### config.mk
export PLATFORM = sky130hd
export DESIGN_NAME = uart_rx_flat
export DESIGN_NICKNAME = d
export VERILOG_FILES = /design/src/rtl/uart_rx_if.sv /design/src/rtl/uart_rx.sv /design/src/flat_wrapper.sv
export SDC_FILE = /design/constraint.sdc
export NUM_CORES = 1
export LEC_CHECK = 0
export BUFFER_PORTS_ARGS = -buffer_cell sky130_fd_sc_hd__buf_2
export CAP_MARGIN = 20
export CORE_AREA = 3 3 56 58
export DETAILED_ROUTE_END_ITERATION = 12
export DIE_AREA = 0 0 59 61
export GPL_ROUTABILITY_DRIVEN = 0
export PLACE_DENSITY = 0.72
export SLEW_MARGIN = 40
export SYNTH_ARGS = -nofsm -noshare
export SYNTH_HDL_FRONTEND = slang
export SYNTH_SLANG_ARGS = --single-unit
### constraint.sdc
create_clock -name clk -period 1.6 [get_ports clk]
set_clock_uncertainty 0.05 [all_clocks]
set_input_delay 0.16 -clock clk [delete_from_list [all_inputs] [get_ports clk]]
set_output_delay 0.16 -clock clk [all_outputs]
set_load 0.1 [all_outputs]
### src/rtl/uart_rx_if.sv
// Output bundle of the 8N1 UART receiver.
// The receiver drives the master side; consumers take the slave side.
interface uart_rx_if #(
  parameter int DATA_BITS = 8
);

  logic [DATA_BITS-1:0] data;
  logic                 data_valid;
  logic                 frame_err;
  logic                 busy;

  modport master (
    output data,
    output data_valid,
    output frame_err,
    output busy
  );

  modport slave (
    input data,
    input data_valid,
    input frame_err,
    input busy
  );

endinterface

### src/rtl/uart_rx.sv
// 8N1 UART receiver with 16x oversampling.
// The baud sample wave is only used as a rising-edge tick enable on clk.
module uart_rx #(
  parameter int DATA_BITS   = 8,
  parameter int OVERSAMPLE  = 16,
  parameter int SYNC_STAGES = 2
) (
  input  logic      clk,
  input  logic      rst,
  input  logic      clk_baud_sample,
  input  logic      rx,
  uart_rx_if.master bus
);

  localparam int TW = $clog2(OVERSAMPLE);
  localparam int BW =
    (DATA_BITS > 1) ? $clog2(DATA_BITS) : 1;

  localparam logic [TW-1:0] T_MID =
    TW'(OVERSAMPLE / 2 - 1);
  localparam logic [TW-1:0] T_END =
    TW'(OVERSAMPLE - 1);
  localparam logic [BW-1:0] B_LAST =
    BW'(DATA_BITS - 1);

  typedef enum logic [2:0] {
    IDLE,
    START,
    DATA,
    STOP,
    WAIT_IDLE
  } state_t;

  state_t state;
  state_t state_nxt;

  logic [SYNC_STAGES-1:0] sync;
  logic                   sample_d;
  logic                   tick;
  logic                   rx_s;

  logic [TW-1:0]        tick_cnt;
  logic [TW-1:0]        tick_nxt;
  logic [BW-1:0]        bit_cnt;
  logic [BW-1:0]        bit_nxt;
  logic [DATA_BITS-1:0] shift;
  logic [DATA_BITS-1:0] shift_nxt;
  logic [DATA_BITS-1:0] data_q;
  logic [DATA_BITS-1:0] data_nxt;
  logic                 valid_q;
  logic                 valid_nxt;
  logic                 err_q;
  logic                 err_nxt;

  // Preset to 1 so neither a false start nor a
  // false tick appears right after reset.
  always_ff @(posedge clk) begin
    if (rst) begin
      sync     <= '1;
      sample_d <= 1'b1;
    end else begin
      sync     <= {sync[SYNC_STAGES-2:0], rx};
      sample_d <= clk_baud_sample;
    end
  end

  assign rx_s = sync[SYNC_STAGES-1];
  assign tick = clk_baud_sample & ~sample_d;

  always_ff @(posedge clk) begin
    if (rst) begin
      state    <= IDLE;
      tick_cnt <= '0;
      bit_cnt  <= '0;
      shift    <= '0;
      data_q   <= '0;
      valid_q  <= 1'b0;
      err_q    <= 1'b0;
    end else begin
      state    <= state_nxt;
      tick_cnt <= tick_nxt;
      bit_cnt  <= bit_nxt;
      shift    <= shift_nxt;
      data_q   <= data_nxt;
      valid_q  <= valid_nxt;
      err_q    <= err_nxt;
    end
  end

  always_comb begin
    state_nxt = state;
    tick_nxt  = tick_cnt;
    bit_nxt   = bit_cnt;
    shift_nxt = shift;
    data_nxt  = data_q;
    valid_nxt = 1'b0;
    err_nxt   = 1'b0;
    if (tick) begin
      unique case (state)
        IDLE: begin
          if (!rx_s) begin
            state_nxt = START;
            tick_nxt  = '0;
          end
        end
        START: begin
          if (tick_cnt == T_MID) begin
            tick_nxt = '0;
            if (!rx_s) begin
              state_nxt = DATA;
              bit_nxt   = '0;
            end else begin
              state_nxt = IDLE;
            end
          end else begin
            tick_nxt = tick_cnt + 1'b1;
          end
        end
        DATA: begin
          if (tick_cnt == T_END) begin
            tick_nxt  = '0;
            shift_nxt =
              {rx_s, shift[DATA_BITS-1:1]};
            if (bit_cnt == B_LAST) begin
              state_nxt = STOP;
            end else begin
              bit_nxt = bit_cnt + 1'b1;
            end
          end else begin
            tick_nxt = tick_cnt + 1'b1;
          end
        end
        STOP: begin
          if (tick_cnt == T_END) begin
            tick_nxt = '0;
            if (rx_s) begin
              data_nxt  = shift;
              valid_nxt = 1'b1;
              state_nxt = IDLE;
            end else begin
              err_nxt   = 1'b1;
              state_nxt = WAIT_IDLE;
            end
          end else begin
            tick_nxt = tick_cnt + 1'b1;
          end
        end
        WAIT_IDLE: begin
          if (rx_s) begin
            state_nxt = IDLE;
          end
        end
        default: begin
          state_nxt = IDLE;
        end
      endcase
    end
  end

  assign bus.data       = data_q;
  assign bus.data_valid = valid_q;
  assign bus.frame_err  = err_q;
  assign bus.busy       = (state != IDLE);

endmodule

### src/flat_wrapper.sv
// flat-port wrapper written by rule: the top's interface ports become plain ports
module uart_rx_flat 
#(
  parameter int DATA_BITS   = 8,
  parameter int OVERSAMPLE  = 16,
  parameter int SYNC_STAGES = 2
)
  (clk, rst, clk_baud_sample, rx, bus_data, bus_data_valid, bus_frame_err, bus_busy);
  uart_rx_if #(.DATA_BITS(DATA_BITS)) bus_i ();
  input  logic clk;
  input  logic rst;
  input  logic clk_baud_sample;
  input  logic rx;
  output wire logic [$bits(bus_i.data)-1:0] bus_data;
  output wire logic [$bits(bus_i.data_valid)-1:0] bus_data_valid;
  output wire logic [$bits(bus_i.frame_err)-1:0] bus_frame_err;
  output wire logic [$bits(bus_i.busy)-1:0] bus_busy;
  assign bus_data = bus_i.data;
  assign bus_data_valid = bus_i.data_valid;
  assign bus_frame_err = bus_i.frame_err;
  assign bus_busy = bus_i.busy;
  uart_rx #(.DATA_BITS(DATA_BITS), .OVERSAMPLE(OVERSAMPLE), .SYNC_STAGES(SYNC_STAGES)) u_core (.clk(clk), .rst(rst), .clk_baud_sample(clk_baud_sample), .rx(rx), .bus(bus_i));
endmodule
==> summary.md <==
| Metric | Value |
|---|---|
| Die X-Extent | 59 µm |
| Worst slew pin tran | 486 ps |
| Number of diodes | 0 |
| Starting Density | 50.4% |
| Hold WC Path Type | in -> reg |
| Final net count | 182 |
| Die H | 61 µm |
| Crit path buffers/inverters | 0 |
| Internal Power | 1050 µW |
| Final cycle utilization of the critical path | 109% |
| Slowest stage delay, CP | 410 ps |
| Remaining antenna violation count | 0 |
| Initial antenna violation count | 0 |
| Syn Area/Cell | 9.55 µm² |
| Final slew viol count | 0 |
| Logic pwr share | 3.5% |
| Yosys Warn Count | 0 |
| Core area | 2710 µm² |
| DR vias/cell | 5.46 |
| I/O Pins | 15 |
| WL final | 2670 µm |
| Dpl hpwl | 1850 µm |
| IO Port Bufs | 14 |
| Placed Cells | 195 |
| R2r setup slk | -150 ps |
| WL per Instance | 12.9 µm |
| CP max stage cell | or3_1 |
| Final Non-Filler Cells | 207 |
| Cells along the critical path | ha_4 > ha_4 > nor4bb_1 > o2111ai_1 > or3_1 > a21oi_2 |
| Switching pwr | 301 µW |
| Rows | 19 |
| Family with the most delay on the worst path | simple AND/OR/NAND/NOR gates |
| Clk root buf | clkbuf_4 |
| Share of power burned in registers | 57.6% |
| Worst-path clk slew | 100 ps |
| Max clock buf depth | 2 |
| Seq/Total Area, Yosys | 45.4% |
| Critical path data arrival time | 1960 ps |
| CTS tree | yes |
| Failing checks | setup timing |
| Die Area | 3600 µm² |
| Number of remaining DRC errors | 0 |
| Syn_nets | 150 |
| CP Class | reg -> reg |
| TritonCTS Buffers | 5 |
| Top post-synthesis cells by area | dfxtp_1 (45%), mux2i_1 (12%), nor2_1 (6.6%) |
| Worst setup EP type | flip-flop |
| Setup-failing EPs final | 1 |
| Latest clock arrival within the worst-skew pair | 320 ps |
| 1st-pass router iterations | 4 |
| Worst path most repeated cell | ha_4 |
| Mapped Cells | 143 |
| Leakage power | 0.000804 µW |
| Hold path endpoint | u_core.bus.data_valid$_SDFF_PP0_ |
| Initial DRC count | 46 |
| Max VDD drop | 772 µV |
| Synth top area share | 45.4% |
| H-tree depth | 2 |
| Final Hold Viols | 0 |
| Status | finished, violations left |
| Cell count of the worst hold path | 2 |
| Crit Path Max Fanout | 2 |
| Minimum clock period | 1750 ps |
| Fmax achieved | 572 MHz |
| Worst EP required | 1810 ps |
| Startpoint Class | flip-flop |
| Mapped Area | 1370 µm² |
| R2r endpoint | u_core.bit_cnt[0]$_SDFFE_PP0P_ |
| RR Startpoint | u_core.bit_cnt[1]$_SDFFE_PP0P_ |
| Leading area contributor after synthesis | dfxtp_1 |
| Tot GR Track Use | 16.4% |
| #FFs+latches synth | 31 |
| Sink Count | 31 |
| Placed instance area | 1600 µm² |
| Worst setup margin | -147 ps |
| Share of layout cells above drive strength 1 | 34.7% |
| Vias in the first global route | 1061 |
| WHS | 163 ps |
| Pwr dens | 771 nW/µm² |
| Sw Ratio | 22.3% |
| R2R cell count | 6 |
| Unrepaired setup endpoints after global routing | true |
| # Max-Cap Violations | 0 |
| Area Growth Syn to Fin | 28.3% |
| Vias | 1131 |
| GRT overflow | 0 |
| Fin area | 1750 µm² |
| Wire length of the first global-routing pass | 4370 µm |
| Synth cell types | 39 |
| Clk pwr share | 38.9% |
| Hold Startpoint | rst |
| Largest net degree at the start of global routing | 21 |
| Slew margin rel. | 67.8% |
how the worst max path moves through the flow:
stage | from | endpoint | cells past startpoint | slack (ps)
global placement | u_core.bit_cnt[1]$_SDFFE_PP0P_ | u_core.bit_cnt[0]$_SDFFE_PP0P_ | 6 | -40
floorplan | u_core.bit_cnt[0]$_SDFFE_PP0P_ | u_core.bit_cnt[0]$_SDFFE_PP0P_ | 6 | -110
CTS | u_core.bit_cnt[0]$_SDFFE_PP0P_ | u_core.bit_cnt[0]$_SDFFE_PP0P_ | 6 | -90
finish | u_core.bit_cnt[1]$_SDFFE_PP0P_ | u_core.bit_cnt[0]$_SDFFE_PP0P_ | 6 | -150
global route | u_core.bit_cnt[0]$_SDFFE_PP0P_ | u_core.bit_cnt[0]$_SDFFE_PP0P_ | 6 | -220
detailed placement | u_core.bit_cnt[0]$_SDFFE_PP0P_ | u_core.bit_cnt[0]$_SDFFE_PP0P_ | 6 | -80
cells by family after synthesis:
kind of cell | Yosys count | synth area share (%)
DFF | 31 | 45.4
and+or+nand+nor | 61 | 25.1
adders and majority gates | 3 | 2.75
muxes | 16 | 11.7
buffers and inverters | 10 | 3.75
AOI/OAI and AO/OA | 20 | 9.98
xor gates and xnor gates | 2 | 1.28
sequential cells by signal, summed over array words and instances, names as in the netlist:
signal,count
u_core.bit_cnt,3
u_core.bus.data,8
u_core.bus.data_valid,1
u_core.bus.frame_err,1
u_core.sample_d,1
u_core.shift,8
u_core.state,3
u_core.sync,2
u_core.tick_cnt,4
layout by cell type (no fill, tap or decap), types with 2 or more instances in the layout:
cell type / instances
nand3_2: 2
o2111ai_1: 2
nand2_1: 7
buf_12: 3
buf_4: 13
ha_4: 2
mux2i_1: 16
dfxtp_1: 25
nand3_1: 3
clkbuf_8: 2
a21oi_1: 5
dlygate4sd3_1: 2
nor3b_1: 2
nor2b_1: 2
buf_2: 13
o21ai_1: 3
dfxtp_2: 5
o21ai_0: 4
or2_2: 4
or3_1: 2
xnor2_1: 2
nor2_1: 24
inv_1: 3
clkbuf_4: 5
final cells by class:
class / instances / area [µm²]
Clock buffer: 7 / 65.1
Timing Repair Buffer: 32 / 254
Multi-Input combinational cell: 102 / 746
Fill cell: 216 / 957
Clock inverter: 1 / 7.51
Tap cell: 31 / 38.8
Inverter: 3 / 11.3
Sequential cell: 31 / 631
metrics by stage:
stage               TNS [ps]  util (%)  setup WS, ps  total power [µW]
floorplan               -113         -          -113               824
global placement       -38.3      58.9         -38.3               839
detailed placement     -83.9      58.9         -81.9               840
CTS                    -89.6      63.8         -85.9              1370
global route            -537      64.7          -219              1410
finish                  -147      64.7          -147              1350
timing repair:
action,4_1_cts,5_1_grt
setup buffers,2,1
endpoints found under the setup margin,4,15
hold buffers,2,0
endpoints found under the hold margin,2,0
resized for setup,6,8
gates cloned,0,0
pin swaps,4,1
metal layers:
layer,vias up,wire length (µm),global-route usage [%]
met5,-,0,0
met4,0,43,8.74
met3,6,119,5.74
met2,19,1350,27.1
met1,537,1160,18.7
li1,569,-,-
synthesized netlist by cell type (all sizes together):
library cell,number
and4b,1
buf,4
a21oi,6
nor4b,1
or2,4
nor3,1
nor4bb,1
dfxtp,31
nand3b,1
nor2b,2
nand4b,1
o21ai,7
nand2,7
ha,3
nand3,5
nor3b,3
mux2i,16
nand4bb,1
nor2,24
clkbuf,3
o2111ai,2
or3b,1
and2,1
xnor2,2
o221a,1
nand4,2
a211oi,1
a311o,1
inv,3
a211o,1
or3,3
o31ai,1
and3,2
worst register-to-register path, cell delays in order, from the launching register on:
cell       delay [ps]
dfxtp_2           350
ha_4              160
ha_4              150
nor4bb_1          260
o2111ai_1         170
or3_1             410
a21oi_2           130
power groups by stage:
stage	sequential (µW)	clock, µW	combinational, µW
6_report	779	525	47.0
5_1_grt	780	576	51.9
4_1_cts	778	544	46.6
3_3_place_gp	798	0	41.3
2_1_floorplan	796	0	27.8
3_5_place_dp	798	0	42.2
No activity file was read; power rests on OpenSTA's default activity.
